$ cat config.mk
export PLATFORM = sky130hd
export DESIGN_NAME = control_unit_fsm
export DESIGN_NICKNAME = d
export VERILOG_FILES = /design/src/rtl/control_unit_pkg.sv /design/src/rtl/mem_wait_timer.sv /design/src/rtl/control_unit_fsm.sv
export SDC_FILE = /design/constraint.sdc
export NUM_CORES = 1
export LEC_CHECK = 0
export CELL_PAD_IN_SITES_DETAIL_PLACEMENT = 0
export CELL_PAD_IN_SITES_GLOBAL_PLACEMENT = 1
export CORE_UTILIZATION = 35
export CTS_CLUSTER_DIAMETER = 80
export DETAILED_ROUTE_END_ITERATION = 7
export HOLD_SLACK_MARGIN = 0.1
export MAX_ROUTING_LAYER = met4
export PLACE_DENSITY = 0.95
export SYNTH_ARGS = -nofsm -noshare
export SYNTH_HDL_FRONTEND = slang
export SYNTH_SLANG_ARGS = --single-unit
$ cat constraint.sdc
create_clock -name clk -period 5.5 [get_ports clk]
set_input_delay 0.55 -clock clk [delete_from_list [all_inputs] [get_ports clk]]
set_output_delay 0.55 -clock clk [all_outputs]
set_load 0.005 [all_outputs]
$ cat src/rtl/control_unit_pkg.sv
// Shared encodings for the multicycle control unit: FSM states, RV32I opcodes and the
// datapath mux select values used by both the sequencer and the datapath.
package control_unit_pkg;

  typedef enum logic [2:0] {
    StFetch  = 3'd0,
    StDecode = 3'd1,
    StExec   = 3'd2,
    StMem    = 3'd3,
    StWb     = 3'd4,
    StHalt   = 3'd5,
    StTrap   = 3'd6
  } state_e;

  typedef enum logic [1:0] {
    ClsIllegal = 2'd0,
    ClsExec    = 2'd1,
    ClsMem     = 2'd2
  } insn_cls_e;

  localparam logic [6:0] OpcLoad    = 7'b0000011;
  localparam logic [6:0] OpcMiscMem = 7'b0001111;
  localparam logic [6:0] OpcOpImm   = 7'b0010011;
  localparam logic [6:0] OpcAuipc   = 7'b0010111;
  localparam logic [6:0] OpcStore   = 7'b0100011;
  localparam logic [6:0] OpcOp      = 7'b0110011;
  localparam logic [6:0] OpcLui     = 7'b0110111;
  localparam logic [6:0] OpcBranch  = 7'b1100011;
  localparam logic [6:0] OpcJalr    = 7'b1100111;
  localparam logic [6:0] OpcJal     = 7'b1101111;
  localparam logic [6:0] OpcSystem  = 7'b1110011;

  localparam logic       AddrAlu  = 1'b0;
  localparam logic       AddrPc   = 1'b1;

  localparam logic [1:0] RdAlu    = 2'b00;
  localparam logic [1:0] RdMem    = 2'b01;
  localparam logic [1:0] RdCsr    = 2'b10;

  localparam logic [1:0] Alu1Rs   = 2'b00;
  localparam logic [1:0] Alu1Pc   = 2'b01;
  localparam logic [1:0] Alu1Zero = 2'b10;

  localparam logic [1:0] Alu2Rs   = 2'b00;
  localparam logic [1:0] Alu2Imm  = 2'b01;
  localparam logic [1:0] Alu2Is   = 2'b10;

  // SYSTEM with funct3 == 0 (ECALL/EBREAK/xRET) is not supported and traps.
  function automatic insn_cls_e decode_class(input logic [6:0] opc, input logic f3_nz);
    insn_cls_e cls;
    case (opc)
      OpcLoad, OpcStore:                     cls = ClsMem;
      OpcOp, OpcOpImm, OpcLui, OpcAuipc,
      OpcJal, OpcJalr, OpcBranch, OpcMiscMem: cls = ClsExec;
      OpcSystem:                             cls = f3_nz ? ClsExec : ClsIllegal;
      default:                               cls = ClsIllegal;
    endcase
    return cls;
  endfunction

endpackage

$ cat src/rtl/mem_wait_timer.sv
// Memory-wait watchdog: counts cycles spent waiting on the bus; expired flags the
// MEM_TIMEOUT-th cycle of the current wait (entry cycle counts as the first).
module mem_wait_timer #(
  parameter int unsigned MEM_TIMEOUT = 16
) (
  input  logic clk,
  input  logic rst,
  input  logic clear,
  input  logic enable,
  output logic expired
);

  localparam int unsigned CntW = $clog2(MEM_TIMEOUT + 1);
  localparam logic [CntW-1:0] LastCnt = CntW'(MEM_TIMEOUT - 1);
  localparam logic [CntW-1:0] MaxCnt  = CntW'(MEM_TIMEOUT);

  logic [CntW-1:0] count_q;

  always_ff @(posedge clk or posedge rst) begin
    if (rst) begin
      count_q <= '0;
    end else if (clear) begin
      count_q <= '0;
    end else if (enable && (count_q != MaxCnt)) begin
      count_q <= count_q + 1'b1;
    end
  end

  assign expired = enable && (count_q == LastCnt);

endmodule

$ cat src/rtl/control_unit_fsm.sv
// Multicycle instruction sequencer with memory-wait watchdog and sticky trap.
// Define CONTROL_UNIT_FSM__DEBUG_EN to build the debug HALT/resume path.
module control_unit_fsm
  import control_unit_pkg::*;
#(
  parameter int unsigned OPCODE_WIDTH = 7,
  parameter int unsigned F3_WIDTH     = 3,
  parameter int unsigned MEM_TIMEOUT  = 16
) (
  input  logic                    clk,
  input  logic                    rst,
  input  logic [OPCODE_WIDTH-1:0] opcode,
  input  logic [F3_WIDTH-1:0]     f3,
  input  logic                    mem_complete,
  input  logic                    halt_req,
  input  logic                    resume_req,
  output logic                    write_pc,
  output logic                    write_ir,
  output logic                    write_rd,
  output logic                    write_csr,
  output logic                    mem_read,
  output logic                    mem_write,
  output logic                    load_op,
  output logic                    addr_sel,
  output logic [1:0]              rd_sel,
  output logic [1:0]              alu_insel1,
  output logic [1:0]              alu_insel2,
  output logic                    trap,
  output logic                    halted
);

  state_e     state_q, state_d;
  logic [6:0] opc;
  logic       timer_clear, timer_en, timer_expired;
  logic       halt_take;

  assign opc = 7'(opcode);

  assign timer_en    = (state_q == StFetch) || (state_q == StMem);
  assign timer_clear = (state_d != state_q);

  mem_wait_timer #(
    .MEM_TIMEOUT(MEM_TIMEOUT)
  ) u_mem_wait_timer (
    .clk    (clk),
    .rst    (rst),
    .clear  (timer_clear),
    .enable (timer_en),
    .expired(timer_expired)
  );

`ifdef CONTROL_UNIT_FSM__DEBUG_EN
  logic fetch_entry_q;

  // Halt is only honoured on the first FETCH cycle so no bus access is left in flight.
  always_ff @(posedge clk or posedge rst) begin
    if (rst) begin
      fetch_entry_q <= 1'b1;
    end else begin
      fetch_entry_q <= (state_d == StFetch) && (state_q != StFetch);
    end
  end

  assign halt_take = (state_q == StFetch) && fetch_entry_q && halt_req;
`else
  logic unused_debug;
  assign unused_debug = halt_req ^ resume_req;
  assign halt_take    = 1'b0;
`endif

  always_comb begin
    state_d    = state_q;
    write_pc   = 1'b0;
    write_ir   = 1'b0;
    write_rd   = 1'b0;
    write_csr  = 1'b0;
    mem_read   = 1'b0;
    mem_write  = 1'b0;
    load_op    = 1'b0;
    addr_sel   = AddrAlu;
    rd_sel     = RdAlu;
    alu_insel1 = Alu1Rs;
    alu_insel2 = Alu2Rs;
    trap       = 1'b0;
    halted     = 1'b0;

    // Outputs are forced low for the whole time reset is asserted.
    if (!rst) begin
      unique case (state_q)
        StFetch: begin
          if (halt_take) begin
            state_d = StHalt;
          end else begin
            addr_sel = AddrPc;
            mem_read = 1'b1;
            if (mem_complete) begin
              write_ir = 1'b1;
              state_d  = StDecode;
            end else if (timer_expired) begin
              state_d = StTrap;
            end
          end
        end

        StDecode: begin
          unique case (decode_class(opc, |f3))
            ClsMem:  state_d = StMem;
            ClsExec: state_d = StExec;
            default: state_d = StTrap;
          endcase
        end

        StExec: begin
          write_pc = 1'b1;
          state_d  = StFetch;
          case (opc)
            OpcOp: write_rd = 1'b1;
            OpcOpImm: begin
              write_rd   = 1'b1;
              alu_insel2 = Alu2Imm;
            end
            OpcLui: begin
              write_rd   = 1'b1;
              alu_insel1 = Alu1Zero;
              alu_insel2 = Alu2Imm;
            end
            OpcAuipc: begin
              write_rd   = 1'b1;
              alu_insel1 = Alu1Pc;
              alu_insel2 = Alu2Imm;
            end
            OpcJal, OpcJalr: begin
              write_rd   = 1'b1;
              alu_insel1 = Alu1Pc;
              alu_insel2 = Alu2Is;
            end
            OpcSystem: begin
              rd_sel    = RdCsr;
              write_rd  = 1'b1;
              write_csr = 1'b1;
            end
            default: ;
          endcase
        end

        StMem: begin
          addr_sel   = AddrAlu;
          alu_insel1 = Alu1Rs;
          alu_insel2 = Alu2Imm;
          if (opc == OpcLoad) begin
            mem_read = 1'b1;
            load_op  = 1'b1;
          end else begin
            mem_write = 1'b1;
          end
          // A completion in the watchdog's final cycle still counts.
          if (mem_complete) begin
            if (opc == OpcLoad) begin
              state_d = StWb;
            end else begin
              write_pc = 1'b1;
              state_d  = StFetch;
            end
          end else if (timer_expired) begin
            state_d = StTrap;
          end
        end

        StWb: begin
          rd_sel   = RdMem;
          write_rd = 1'b1;
          write_pc = 1'b1;
          load_op  = 1'b1;
          state_d  = StFetch;
        end

`ifdef CONTROL_UNIT_FSM__DEBUG_EN
        StHalt: begin
          halted = 1'b1;
          if (resume_req) begin
            state_d = StFetch;
          end
        end
`endif

        StTrap: trap = 1'b1;

        default: state_d = StTrap;
      endcase
    end
  end

  always_ff @(posedge clk or posedge rst) begin
    if (rst) begin
      state_q <= StFetch;
    end else begin
      state_q <= state_d;
    end
  end

endmodule

# After elaboration in Yosys (flattened, before gate mapping)
# Index checks and enable logic that the tools add are counted.
# classes
n_shift	0
order_cmp	0
add_sub_neg	1
n_bitwise	0
n_reduce_logical	13
multipliers	0
eq_ne	21
div	0
n_mux	46
# op_table
op	n
$eq A7 B7 Y1 const B	4
$eq A7 B6 Y1 const B	3
$mux W1	21
$pmux W2 S2	4
$mux W3	5
$pmux W3 S5	1
$eq A7 B5 Y1 const B	2
$mux W2	7
$mux W5	2
$reduce_or A3 Y1	3
$pmux W1 S2	4
$reduce_or A8 Y1	1
$eq A7 B2 Y1 const B	1
$eq A7 B4 Y1 const B	1
$reduce_or A7 Y1	1
$eq A3 B2 Y1 const B	2
$eq A3 B3 Y1 const B	2
$pmux W2 S3	1
$pmux W3 S2	1
$reduce_or A2 Y1	3
$add A5 B1 Y5 const B	1
$eq A5 B4 Y1 const B	1
$ne A5 B5 Y1 const B	1
$eq A3 B1 Y1 const B	1
7 further kinds	8
# word_totals
reg_bits	8
in_bits	15
memories	0
rom_bits	0
latchBits	0
mem_bits_rw	0

# Depth between registers and ports, before layout
# Gate-level depths: netlist of run 1.
# logic_depth
depth_word	11
ltp_mapped	10
mapped_depth_nobuf	9

# Hierarchy
# From an unflattened synthesis of run 1, not the netlist that was laid out.
# hier_totals
hier_cells	118
area_unflattened_um2	894.6
# by_module_without_submodules
module	area_per_inst_um2	cells_per_inst	n_inst	seq_area_each_um2
control_unit_fsm	590.6	87	1	75.1
mem_wait_timer	304.0	31	1	125.1

# Least setup slack after synthesis of run 1
# OpenSTA, ideal clock, no wires.
# synth_path
path_type	in2out
start	input port opcode[6]
end	output port rd_sel[0]
arrival_ps	2215
stages	10
n_path_buf	1
path_slack_ps	2735
required_ps	4950
path_cell_list	buf_2 nand2_1 a21boi_0 o32ai_1 a31oi_1 ha_1 nor2b_1 o21ai_0 o311a_1 and3_1
# synth_lines
element	line	rtl
start: declaration	control_unit_fsm.sv:12	input logic [OPCODE_WIDTH-1:0] opcode,
end: declaration	control_unit_fsm.sv:25	output logic [1:0] rd_sel,

==> flow_summary_export.csv, run 1 <==
group,metric,value,unit
synthesis,synthTopCellsByCount,"a21oi_1, nor2_1, dfrtp_1, inv_1",
floorplanning,rows,18,
clock_tree,root_buffer,"clkbuf_4",
finish,layout-drive-gt1-share,0.0600,
grt,grt_usage,0.186,
placed_design,gp_congestion,0.774,
timing,final.min_clock_period,4.07,ns
clock_tree,cts_buffer_depth,2,
placed_design,dp.cells,177,
critical_path,end_kind,"output port",
clock_tree,clkLatencyLatePin,0.26,ns
route,antenna_left,0,
timing,fin_skew,0.00575,ns
clock_tree,cts_resized,0,
pwr,peakVddDrop,0.195,mV
timing,tightestPinTransition,0.604,ns
floorplanning,coreArea,0.00257,mm²
timing,hold_violations,0,
pwr,p_total,364,µW
critical_path,r2r_slack,3.39,ns
route,routed_wirelength,2.35,mm
floorplanning,start_util,0.381,
critical_path,reg2reg_depth,7,
timing,slew_violations,0,
timing,whs,0.618,ns
floorplanning,die_h,54.9,µm
synthesis,synth_top_area_share,0.205,
critical_path,max_stage_delay,0.65,ns
critical_path,arrival,3.52,ns
outcome,outcome,"finished, final reports clean",
route,via_per_inst,5.94,
synthesis,synthesis.area,978,µm²
synthesis,postSynth.asyncResetShare,1.00,
grt,grt_pass1_wl,3.99,mm
clock_tree,cts_num_sinks,8,
critical_path,r2r_end,"u_mem_wait_timer.count_q[1]",
clock_tree,h-tree-depth,1,
critical_path,crit_type,"primary input to output port",
job,maxCapViolCount,0,
synthesis,ys_ff_latch,8,
finish,num_antenna_cells,0,
route,wire_per_inst,13.1,µm
hold_path,timing.hold.worst.start,"u_mem_wait_timer.count_q[3]",
synthesis,avgSynthCellArea,7.47,µm²
pwr,powerDensity,292,mW/mm²
clock_tree,ctsHoldBuffers,0,
clock_tree,numCtsBuffers,3,
synthesis,synth_area_leaders,"dfrtp_1, a21oi_1, ha_1",
floorplanning,fp.dieW,54.9,µm
timing,post-route-period-util,0.740,
placed_design,dp_slack,1.48,ns
critical_path,crit_buf_inv,2,
timing,timing.fmax,246,MHz
critical_path,crit_slowest_cell,"clkdlybuf4s50_1",
clock_tree,cts_tree,"yes",
clock_tree,clkTransAtPathRegs,0.06,ns
route,vias,1070,
critical_path,cp_top_family,"buffers and inverters",
synthesis,synth-edff-count,0,
grt,grt_max_degree,22,
synthesis,ys_warn_count,0,
critical_path,r2r_start,"u_mem_wait_timer.count_q[0]",
hold_path,hp-class,"register to register",
timing,setup_ws,1.43,ns
synthesis,synth_top_cell_by_area,"dfrtp_1",
critical_path,required,4.95,ns
finish,fin_cells,180,
hold_path,hold_path_depth,2,
route,drt_iter0_drc,26,
timing,setup_viol,0,
hold_path,min_to,"u_mem_wait_timer.count_q[3]",
synthesis,synth-seq-area-share,0.205,
synthesis,synthFlopType,"dfrtp_1",
critical_path,path_cells,"clkdlybuf4s50_1 -> nand2_1 -> a21boi_0 -> o32ai_1 -> a31oi_1 -> ha_1 -> nor2b_1 -> o21ai_0 -> o311a_1 -> and3_1 -> clkdlybuf4s50_1",
critical_path,crit_fanout,8,
grt,antenna_found_initial,0,
timing,maxSlewHeadroom,0.598,
critical_path,crit_top_cell,"clkdlybuf4s50_1",
timing,tns,0,ns
grt,overflow,0,
floorplanning,ios,31,
grt,grt_pass1_vias,892,
placed_design,hpwl,1.77,mm
route,firstDrtPassIters,4,
finish,nNetsFinal,171,
clock_tree,cts_setup_buffers,0,
pwr,leakagePower,0.460,nW
route,drc,0,
placed_design,numPortBuffers,27,
floorplanning,die_area,0.00301,mm²
synthesis,yosysUniqueCellTypes,46,
timing,rsz0062_at_grt,"false",
synthesis,syn-instance-count,131,
synthesis,syn_nets,150,
critical_path,crit_path_start_kind,"primary input",
finish,areaGrowthSynthToFinish,27.6,%
cell usage in the layout, fill, tap and decap left out, drive strengths merged, types with 2 or more instances in the layout:
cell type / instances
nor2b: 3
nand3: 3
a21oi: 10
clkbuf: 3
nor3b: 4
nand2: 7
nor4b: 2
inv: 8
mux2i: 3
and3: 3
and2: 2
nor4: 4
dfrtp: 8
o21ai: 4
or2: 2
xnor2: 2
a31oi: 7
and3b: 2
a211oi: 2
nor2: 11
nand2b: 5
ha: 4
nor3: 7
clkdlybuf4s50: 27
nand4: 2
area by class of cell:
type | instances | area (µm²)
Tap cell | 30 | 37.5
Multi-Input combinational cell | 104 | 688
Fill cell | 254 | 1320
Sequential cell | 8 | 200
Clock buffer | 3 | 22.5
Timing Repair Buffer | 27 | 270
Inverter | 8 | 30.0
kinds of logic (layout without fill, tap and decap cells):
group,Yosys count,count (layout),share of synthesized area
other,1,1,0.00383
multiplexers,4,4,0.0422
AO/OA/AOI/OAI,32,32,0.223
adder cells (fa/ha/maj),4,4,0.0512
buffers and inverters,19,38,0.0921
AND/OR/NAND/NOR,60,60,0.357
flip-flops,8,8,0.205
XOR/XNOR,3,3,0.0269
metal layers:
| layer | track usage | wire (µm) | up-vias | share of wire |
|---|---|---|---|---|
| li1 | - | - | 522 | - |
| met1 | 0.259 | 1120 | 509 | 0.47 |
| met2 | 0.283 | 1100 | 37 | 0.47 |
| met3 | 0.0250 | 120 | 2 | 0.051 |
| met4 | 0.0385 | 17 | 0 | 0.0072 |
| met5 | - | 0 | - | 0 |
where the power goes:
group / switching [mW] / internal, mW / total (mW)
combinational: 0.0928 / 0.105 / 0.197
sequential: 0.0478 / 0.0733 / 0.121
clock: 0.0207 / 0.0250 / 0.0457
total: 0.161 / 0.203 / 0.364
sequential cells by signal (all words and copies together) (netlist names):
| name | cells |
|---|---|
| u_mem_wait_timer.count_q | 5 |
| state_q | 3 |
stage by stage:
stage,utilization,area (µm²)
after global placement,0.478,1230
after CTS,0.486,1250
after global routing,0.486,1250
after floorplan,-,978
after detailed placement,0.478,1230
final,0.486,1250
worst max-delay path by stage:
stage	depth (start not counted)	from	slack [ns]	end
after detailed placement	11	opcode[6]	1.48	rd_sel[0]
after CTS	11	opcode[6]	1.44	rd_sel[0]
after global placement	11	opcode[6]	1.53	rd_sel[0]
after global routing	11	opcode[6]	1.22	rd_sel[0]
after floorplan	10	opcode[6]	2.73	rd_sel[0]
final	11	opcode[6]	1.43	rd_sel[0]
tightest hold or removal path, stage by stage (launching register included):
cell and delay, ns:
dfrtp_1 0.39, xnor2_1 0.15, a21oi_1 0.04
Note: power is estimated with default switching activity, not from simulation.
==> run 2: changes to the inputs <==
- CORE_UTILIZATION: 35 -> 29
- PLACE_DENSITY: 0.95 -> 0.85
- clock period: 5.5 -> 3.65 ns (I/O delays scaled with it)
==> run 2 against run 1 <==
Combinational power up 56%. Die area up 20%. Count of clock-buffer cells in the layout unchanged. Worst hold slack worse by 0.046 ns. Largest cell class unchanged. Via count shrank 1.7%. Register-to-register slack got worse by 1.8 ns. Non-clock buffer count increased by 5. Sequential power grew 51%. Global-route usage is 3.7 points lower. First-iteration DRC count decreased by 42%. Power is 52% higher.
==> flow_summary_export.csv, run 2 (same netlist as run 1, synthesis figures left out) <==
group,metric,value,unit
floorplanning,start_util,0.313,
clock_tree,clkLatencyLatePin,0.25,ns
timing,final.min_clock_period,3.46,ns
finish,design_area,0.00130,mm²
floorplanning,fp.dieW,60.1,µm
placed_design,hpwl,1.90,mm
route,vias,1052,
route,wire_per_inst,12.7,µm
timing,rsz0062_at_grt,"false",
pwr,leakagePower,0.484,nW
route,routed_wirelength,2.52,mm
critical_path,crit_type,"primary input to output port",
route,via_per_inst,5.29,
timing,post-route-period-util,0.948,
clock_tree,cts_num_sinks,8,
timing,tns,0,ns
grt,grt_max_degree,22,
timing,setup_ws,0.191,ns
timing,tightestPinTransition,0.617,ns
pwr,powerDensity,426,mW/mm²
timing,setup_viol,0,
route,firstDrtPassIters,4,
route,antenna_left,0,
grt,grt_pass1_vias,933,
clock_tree,numCtsBuffers,3,
job,maxCapViolCount,0,
critical_path,arrival,3.09,ns
pwr,peakVddDrop,0.205,mV
placed_design,numPortBuffers,27,
timing,slew_violations,0,
timing,timing.fmax,289,MHz
timing,hold_violations,0,
critical_path,end_kind,"output port",
finish,largest_register_ffs,5,
placed_design,dp_slack,0.225,ns
finish,layout-drive-gt1-share,0.0903,
clock_tree,cts_resized,0,
outcome,outcome,"finished, final reports clean",
grt,grt_pass1_wl,4.08,mm
timing,maxSlewHeadroom,0.589,
route,drt_iter0_drc,15,
floorplanning,die_area,0.00361,mm²
placed_design,dpl_cell_area,0.00128,mm²
timing,fin_skew,0.00290,ns
finish,num_antenna_cells,0,
grt,antenna_found_initial,0,
critical_path,required,3.28,ns
finish,finish.utilization,0.417,
finish,final_common_cell,"clkdlybuf4s50_1",
finish,nNetsFinal,176,
critical_path,crit_path_start_kind,"primary input",
floorplanning,die_h,60.1,µm
finish,regMostFlops,"u_mem_wait_timer.count_q",
clock_tree,ctsHoldBuffers,0,
grt,grt_usage,0.149,
critical_path,crit_fanout,5,
finish,top_regs,"u_mem_wait_timer.count_q: 5 flops, state_q: 3 flops",
grt,overflow,0,
hold_path,hp-class,"primary input to async pin",
finish,layout_common_cells,"clkdlybuf4s50_1, a21oi_1, nor2_1",
clock_tree,root_buffer,"clkbuf_4",
route,drc,0,
clock_tree,clkTransAtPathRegs,0.05,ns
floorplanning,coreArea,0.00313,mm²
clock_tree,h-tree-depth,1,
clock_tree,cts_tree,"yes",
clock_tree,cts_setup_buffers,0,
finish,areaGrowthSynthToFinish,33.2,%
placed_design,gp_congestion,0.843,
clock_tree,cts_buffer_depth,2,
floorplanning,rows,20,
floorplanning,ios,31,
## run 2: cell types whose count changed in the layout (fill, tap and decap cells not counted), sizes merged
cell  before  now
buf        0    5
## run 2: layout make-up
type	instances	area (µm²)
Sequential cell	8	200
Inverter	8	30.0
Fill cell	327	1820
Multi-Input combinational cell	104	688
Tap cell	44	55.1
Clock buffer	3	22.5
Timing Repair Buffer	32	308
## run 2: power breakdown
group / internal [mW] / leakage (nW) / switching, mW
sequential: 0.110 / 0.106 / 0.0723
clock: 0.0375 / 0.0138 / 0.0282
combinational: 0.161 / 0.364 / 0.145
## run 2: final timing paths
check	startpoint	to	slack, ns	cells past startpoint
worst max-delay path	opcode[5]	rd_sel[0]	0.19	11
worst min-delay path	rst	state_q[1]	0.57	3
worst max register to register	u_mem_wait_timer.count_q[0]	u_mem_wait_timer.count_q[0]	1.55	7
worst min register to register	u_mem_wait_timer.count_q[3]	u_mem_wait_timer.count_q[3]	0.62	2
max in group asynchronous	rst	u_mem_wait_timer.count_q[1]	2.81	3
min in group clk	u_mem_wait_timer.count_q[3]	u_mem_wait_timer.count_q[3]	0.62	2
## run 2: metal layers
| layer | vias to the layer above | global-route usage | wire length, µm |
|---|---|---|---|
| li1 | 534 | - | - |
| met1 | 503 | 0.209 | 1270 |
| met5 | - | - | 0 |
| met3 | 0 | 0.00649 | 49 |
| met4 | 0 | 0.0399 | 0 |
| met2 | 15 | 0.233 | 1210 |
## run 2: worst max-delay path, stage by stage
cell             delay (ns)
clkdlybuf4s50_1        0.58
nand2_1                0.10
a21boi_0               0.13
o32ai_1                0.28
a31oi_1                0.13
ha_1                   0.30
nor2b_1                0.14
o21ai_0                0.20
o311a_1                0.22
and3_1                 0.16
clkdlybuf4s50_1        0.49
## run 2: stage by stage
stage          hold WS (ns)  cells  power (mW)
3_3_place_gp          0.592    196       0.477
2_1_floorplan         0.408    131       0.392
5_1_grt               0.590    199       0.598
6_report              0.572    199       0.555
3_5_place_dp          0.603    196       0.488
4_1_cts               0.583    199       0.557
